$ cat config.mk
export PLATFORM = sky130hd
export DESIGN_NAME = bit_serial_adder_ctrl_flat
export DESIGN_NICKNAME = d
export VERILOG_FILES = /design/src/rtl/bit_serial_adder_ctrl_if.sv /design/src/rtl/bit_serial_adder_ctrl.sv /design/src/flat_wrapper.sv
export SDC_FILE = /design/constraint.sdc
export NUM_CORES = 1
export LEC_CHECK = 0
export ABC_AREA = 1
export BUFFER_PORTS_ARGS = -buffer_cell sky130_fd_sc_hd__buf_2
export CAP_MARGIN = 15
export CORE_MARGIN = 4
export CORE_UTILIZATION = 34
export DETAILED_ROUTE_END_ITERATION = 10
export MAX_ROUTING_LAYER = met4
export SLEW_MARGIN = 20
export SYNTH_ARGS = -nofsm -noshare
export SYNTH_HDL_FRONTEND = slang
export SYNTH_SLANG_ARGS = --single-unit
$ cat constraint.sdc
create_clock -name clk_in -period 4 [get_ports clk_in]
set_input_delay 0.2 -clock clk_in [delete_from_list [all_inputs] [get_ports clk_in]]
set_output_delay 0.2 -clock clk_in [all_outputs]
set_load 0.1 [all_outputs]
$ cat src/rtl/bit_serial_adder_ctrl_if.sv
// Operand/result bundle for the bit-serial add/sub sequencer.
// master drives the request, slave returns status and results.
interface bit_serial_adder_ctrl_if #(
    parameter int WIDTH = 32
);
    logic             start_in;
    logic             sub_in;
    logic [WIDTH-1:0] a_in;
    logic [WIDTH-1:0] b_in;
    logic             busy_out;
    logic             done_out;
    logic [WIDTH-1:0] sum_out;
    logic             carry_out;
    logic             overflow_out;

    modport master (
        output start_in, sub_in, a_in, b_in,
        input  busy_out, done_out, sum_out, carry_out, overflow_out
    );

    modport slave (
        input  start_in, sub_in, a_in, b_in,
        output busy_out, done_out, sum_out, carry_out, overflow_out
    );
endinterface

$ cat src/rtl/bit_serial_adder_ctrl.sv
// WIDTH-bit add/sub computed LSB-first through one shared full adder.
// Full adder is two half adders plus an OR on the carries.
module half_adder (
    input  logic a_i,
    input  logic b_i,
    output logic s_o,
    output logic c_o
);
    assign s_o = a_i ^ b_i;
    assign c_o = a_i & b_i;
endmodule

module bit_serial_adder_ctrl #(
    parameter int WIDTH = 32
) (
    input  logic                  clk_in,
    input  logic                  rst_in,
    bit_serial_adder_ctrl_if.slave bus
);
    localparam int CW = (WIDTH > 2) ? $clog2(WIDTH) : 1;

    typedef enum logic [1:0] {
        IDLE,
        RUN,
        DONE
    } state_e;

    state_e           state_q;
    logic [CW-1:0]    cnt_q;
    logic [WIDTH-1:0] sa_q;
    logic [WIDTH-1:0] sb_q;
    logic [WIDTH-1:0] sr_q;
    logic [WIDTH-1:0] sum_q;
    logic             c_q;
    logic             busy_q;
    logic             done_q;
    logic             cout_q;
    logic             ovf_q;

    logic             hs0;
    logic             hc0;
    logic             s_d;
    logic             hc1;
    logic             cnext_d;
    logic [WIDTH-1:0] sr_d;
    logic             last_d;

    half_adder u_ha0 (
        .a_i (sa_q[0]),
        .b_i (sb_q[0]),
        .s_o (hs0),
        .c_o (hc0)
    );

    half_adder u_ha1 (
        .a_i (hs0),
        .b_i (c_q),
        .s_o (s_d),
        .c_o (hc1)
    );

    assign cnext_d = hc0 | hc1;
    assign sr_d    = {s_d, sr_q[WIDTH-1:1]};
    assign last_d  = (cnt_q == CW'(WIDTH - 1));

    always_ff @(posedge clk_in or posedge rst_in) begin
        if (rst_in) begin
            state_q <= IDLE;
            cnt_q   <= '0;
            sa_q    <= '0;
            sb_q    <= '0;
            sr_q    <= '0;
            sum_q   <= '0;
            c_q     <= 1'b0;
            busy_q  <= 1'b0;
            done_q  <= 1'b0;
            cout_q  <= 1'b0;
            ovf_q   <= 1'b0;
        end else begin
            unique case (state_q)
                IDLE: begin
                    if (bus.start_in) begin
                        // Subtract as A + ~B + 1: carry-in supplies the +1
                        sa_q    <= bus.a_in;
                        sb_q    <= bus.sub_in ? ~bus.b_in : bus.b_in;
                        c_q     <= bus.sub_in;
                        cnt_q   <= '0;
                        busy_q  <= 1'b1;
                        state_q <= RUN;
                    end
                end
                RUN: begin
                    sa_q  <= sa_q >> 1;
                    sb_q  <= sb_q >> 1;
                    sr_q  <= sr_d;
                    c_q   <= cnext_d;
                    cnt_q <= cnt_q + 1'b1;
                    if (last_d) begin
                        // c_q here is the carry into the MSB
                        sum_q   <= sr_d;
                        cout_q  <= cnext_d;
                        ovf_q   <= c_q ^ cnext_d;
                        busy_q  <= 1'b0;
                        done_q  <= 1'b1;
                        state_q <= DONE;
                    end
                end
                DONE: begin
                    done_q  <= 1'b0;
                    state_q <= IDLE;
                end
                default: begin
                    state_q <= IDLE;
                end
            endcase
        end
    end

    assign bus.busy_out     = busy_q;
    assign bus.done_out     = done_q;
    assign bus.sum_out      = sum_q;
    assign bus.carry_out    = cout_q;
    assign bus.overflow_out = ovf_q;
endmodule

$ cat src/flat_wrapper.sv
// flat-port wrapper written by rule: the top's interface ports become plain ports
module bit_serial_adder_ctrl_flat 
#(
    parameter int WIDTH = 32
)
  (clk_in, rst_in, bus_start_in, bus_sub_in, bus_a_in, bus_b_in, bus_busy_out, bus_done_out, bus_sum_out, bus_carry_out, bus_overflow_out);
  bit_serial_adder_ctrl_if #(.WIDTH(WIDTH)) bus_i ();
  input  logic clk_in;
  input  logic rst_in;
  input wire logic [$bits(bus_i.start_in)-1:0] bus_start_in;
  input wire logic [$bits(bus_i.sub_in)-1:0] bus_sub_in;
  input wire logic [$bits(bus_i.a_in)-1:0] bus_a_in;
  input wire logic [$bits(bus_i.b_in)-1:0] bus_b_in;
  output wire logic [$bits(bus_i.busy_out)-1:0] bus_busy_out;
  output wire logic [$bits(bus_i.done_out)-1:0] bus_done_out;
  output wire logic [$bits(bus_i.sum_out)-1:0] bus_sum_out;
  output wire logic [$bits(bus_i.carry_out)-1:0] bus_carry_out;
  output wire logic [$bits(bus_i.overflow_out)-1:0] bus_overflow_out;
  assign bus_i.start_in = bus_start_in;
  assign bus_i.sub_in = bus_sub_in;
  assign bus_i.a_in = bus_a_in;
  assign bus_i.b_in = bus_b_in;
  assign bus_busy_out = bus_i.busy_out;
  assign bus_done_out = bus_i.done_out;
  assign bus_sum_out = bus_i.sum_out;
  assign bus_carry_out = bus_i.carry_out;
  assign bus_overflow_out = bus_i.overflow_out;
  bit_serial_adder_ctrl #(.WIDTH(WIDTH)) u_core (.clk_in(clk_in), .rst_in(rst_in), .bus(bus_i));
endmodule
==> results_dict.tcl <==
set metrics [dict create \
    outcome "finished, final reports clean" \
    holdPathStages 3 \
    cts_resized 0 \
    grt_util_met3_pct 3.62 \
    cts_hold_buf 25 \
    clock_sink_count 139 \
    io_pins 104 \
    skew_ps 9.27 \
    syn_nets 845 \
    grtUsageMet1_pct 18.8 \
    grt_usage_pct 14.6 \
    arrival_ps 2430 \
    path_class "reg2reg" \
    cpMaxStageDelayCell "buf_4" \
    worst_hold_slack_ps 2.67 \
    crit_path_max_incr_delay_ps 690 \
    ys_ff_latch 139 \
    drv_slew 0 \
    avgSynthCellArea_um2 8.03 \
    dpl_worst_slack_ps 1720 \
    cp_top_family "buffers and inverters" \
    seqPwrFrac_pct 37.5 \
    die_area_um2 20500 \
    worstReg2RegStart "u_core.state_q[1]" \
    num_rows 49 \
    reg2reg_depth 5 \
    worstSetupStartpointType "flop" \
    pwr-share-comb_pct 36.6 \
    p_clk_share_pct 25.9 \
    port_buffers 103 \
    grt_max_degree 86 \
    fill_cells 1822 \
    hold_viol 0 \
    routabilityCongestion 0.759 \
    powerDensity_nw_per_um2 778 \
    synth_cells 774 \
    clk_pin_slew_ps 60 \
    relSlewSlack_pct 38.1 \
    end_kind "flop" \
    wire_per_inst_um 12.5 \
    worstHoldStart "bus_a_in[2]" \
    sw_frac_of_total_pct 43.9 \
    coreArea_um2 18000 \
    yosysWarnings 0 \
    tightestPinTransition_ps 928 \
    cts_buffers 17 \
    final_cell_area_um2 7680 \
    intPower_mw 3.35 \
    place_area_um2 6840 \
    post_cts_buffers 0 \
    worst_ep_required_time_ps 4350 \
    drtIter0Drc 323 \
    die_h_um 143 \
    final_nets 948 \
    clockBufferDepth 2 \
    cp_max_fo 72 \
    die_w_um 143 \
    min_path_type "in2reg" \
    overflow 0 \
    setup_viol 0 \
    p_sw_mw 2.62 \
    via_per_inst 4.55 \
    worstHoldEndpoint "u_core.sa_q[2]" \
    p_total_mw 5.97 \
    n_antenna_cell 0 \
    busiest_layer "met2" \
    reg2reg_to "u_core.sa_q[5]" \
    rsz0062_at_grt "no" \
    antenna_left 0 \
    wirelength_mm 13.9 \
    dr.pass1.iters 4 \
    p_leak_nw 4.02 \
    ir_drop_uv 449 \
    maxCapViolations 0 \
    clock_latency_ps 410 \
    finalWorstSetupSlack_ps 1920 \
    cts_tree "built" \
    drc 0 \
    path_cells "inv_1, nand2_4, buf_4, nand3_1, nand3_1" \
    areaGrowthSynthToFinish_pct 23.5 \
    fin_crit_ps 2080 \
    syn_area_um2 6220 \
    reg2reg_setup_slack_ps 1920 \
    grt_pass1_vias 4893 \
    synth_cell_types 17 \
    crit_buf_inv 2 \
    ys_seq_area_share_pct 55.9 \
    grt_pass1_wl_mm 23.4 \
    start_util_pct 34.6 \
    finalSetupTns_ps 0 \
    path_common_cell "nand3_1" \
    use_met2_pct 23.0 \
    fin_crit_sh_pct 52.0 \
    cts-htree-levels 4 \
    cts_root_buf "clkbuf_16" \
    drive_gt1_share_pct 16.5 \
    max_freq_mhz 481 \
    vias 5096 \
    hpwlAfterDp_mm 8.58 \
    antenna_found_initial 0 \
]
[stage by stage]
| step | std cells | util [%] |
|---|---|---|
| final | 1119 | 42.7 |
| after global placement | 1062 | 38.1 |
| after floorplan | 774 | - |
| after global routing | 1119 | 42.7 |
| after CTS | 1119 | 42.7 |
| after detailed placement | 1062 | 38.1 |
[worst min-delay path: stages]
cell     delay [ps]
buf_2            70
nand2_1          50
nand3_1          60
[kinds of logic (layout without fill, tap and decap cells)]
family	after synthesis	after routing	share of synthesized area [%]
simple gates	446	446	29.8
flops	139	139	55.9
buf+inv	117	233	7.85
compound gates	67	67	5.39
fa+ha+maj	3	3	0.724
xor+xnor	2	2	0.282
[state kept, by name, indices dropped and copies added, names as in the netlist]
signal	cells
u_core.sr_q	31
u_core.bus.carry_out	1
u_core.c_q	1
u_core.state_q	2
u_core.bus.overflow_out	1
u_core.sa_q	32
u_core.bus.busy_out	1
u_core.bus.sum_out	32
u_core.bus.done_out	1
u_core.cnt_q	5
u_core.sb_q	32
[power by group through the flow]
stage	sequential [mW]	combinational [mW]	clock (mW)
after floorplan	2.98	1.05	0
final	2.24	2.19	1.55
after global routing	2.31	2.44	1.65
after CTS	2.24	2.23	1.59
after global placement	2.26	2.17	0
after detailed placement	2.26	2.20	0
[routing by layer]
metal / routed length (µm) / up-vias
met5: 0 / -
met2: 6550 / 101
met4: 93 / 0
met3: 571 / 7
met1: 6720 / 2334
li1: - / 2654
[worst max-delay path by stage]
stage	start	endpoint	slack (ps)	cells after the start
6_report	u_core.state_q[1]	u_core.sa_q[5]	1920	5
5_1_grt	u_core.state_q[1]	u_core.sb_q[16]	1680	5
4_1_cts	u_core.cnt_q[0]	u_core.bus.sum_out[0]	1680	8
3_5_place_dp	u_core.cnt_q[0]	u_core.bus.sum_out[0]	1720	8
3_3_place_gp	u_core.cnt_q[0]	u_core.bus.sum_out[0]	1760	8
2_1_floorplan	rst_in	u_core.bus.busy_out	80	1
[Yosys cell counts]
cell type / instances / share of area (%)
inv_2: 1 / 0.060
xnor2_1: 2 / 0.28
clkbuf_1: 21 / 1.3
inv_1: 67 / 4.0
nor2_4: 1 / 0.18
buf_4: 6 / 0.72
fa_1: 1 / 0.32
nand4_1: 1 / 0.10
nand3_1: 136 / 11
o21ai_1: 11 / 0.89
buf_1: 1 / 0.060
dfrtp_1: 139 / 56
buf_2: 21 / 1.7
ha_1: 2 / 0.40
nand2_1: 304 / 18
o21ai_0: 56 / 4.5
nor2_1: 4 / 0.24
[final cells by class]
class | instances | area, µm² | share of cell area, %
repair buffers | 133 | 803 | 10.5
clock inverters | 15 | 154 | 2.00
inverters | 68 | 262 | 3.41
well taps | 229 | 287 | 3.73
multi-input cells | 518 | 2270 | 29.6
flip-flops and latches | 139 | 3480 | 45.3
clock buffers | 17 | 425 | 5.54
[cells in the final DEF, fill, tap and decap left out, types with 2 or more instances in the layout]
cell type	netlist	layout
ha_1	2	2
inv_6	0	7
clkinvlp_4	0	2
nand3_1	136	136
clkinv_4	0	2
buf_2	21	103
nor2_1	4	4
nand2_4	0	2
clkbuf_16	0	17
inv_8	0	3
dfrtp_1	139	139
dlygate4sd3_1	0	25
xnor2_1	2	2
buf_4	6	5
o21ai_1	11	11
o21ai_0	56	56
clkinv_2	0	2
nand2_1	304	301
inv_1	67	65
(Power assumes the default switching activity.)
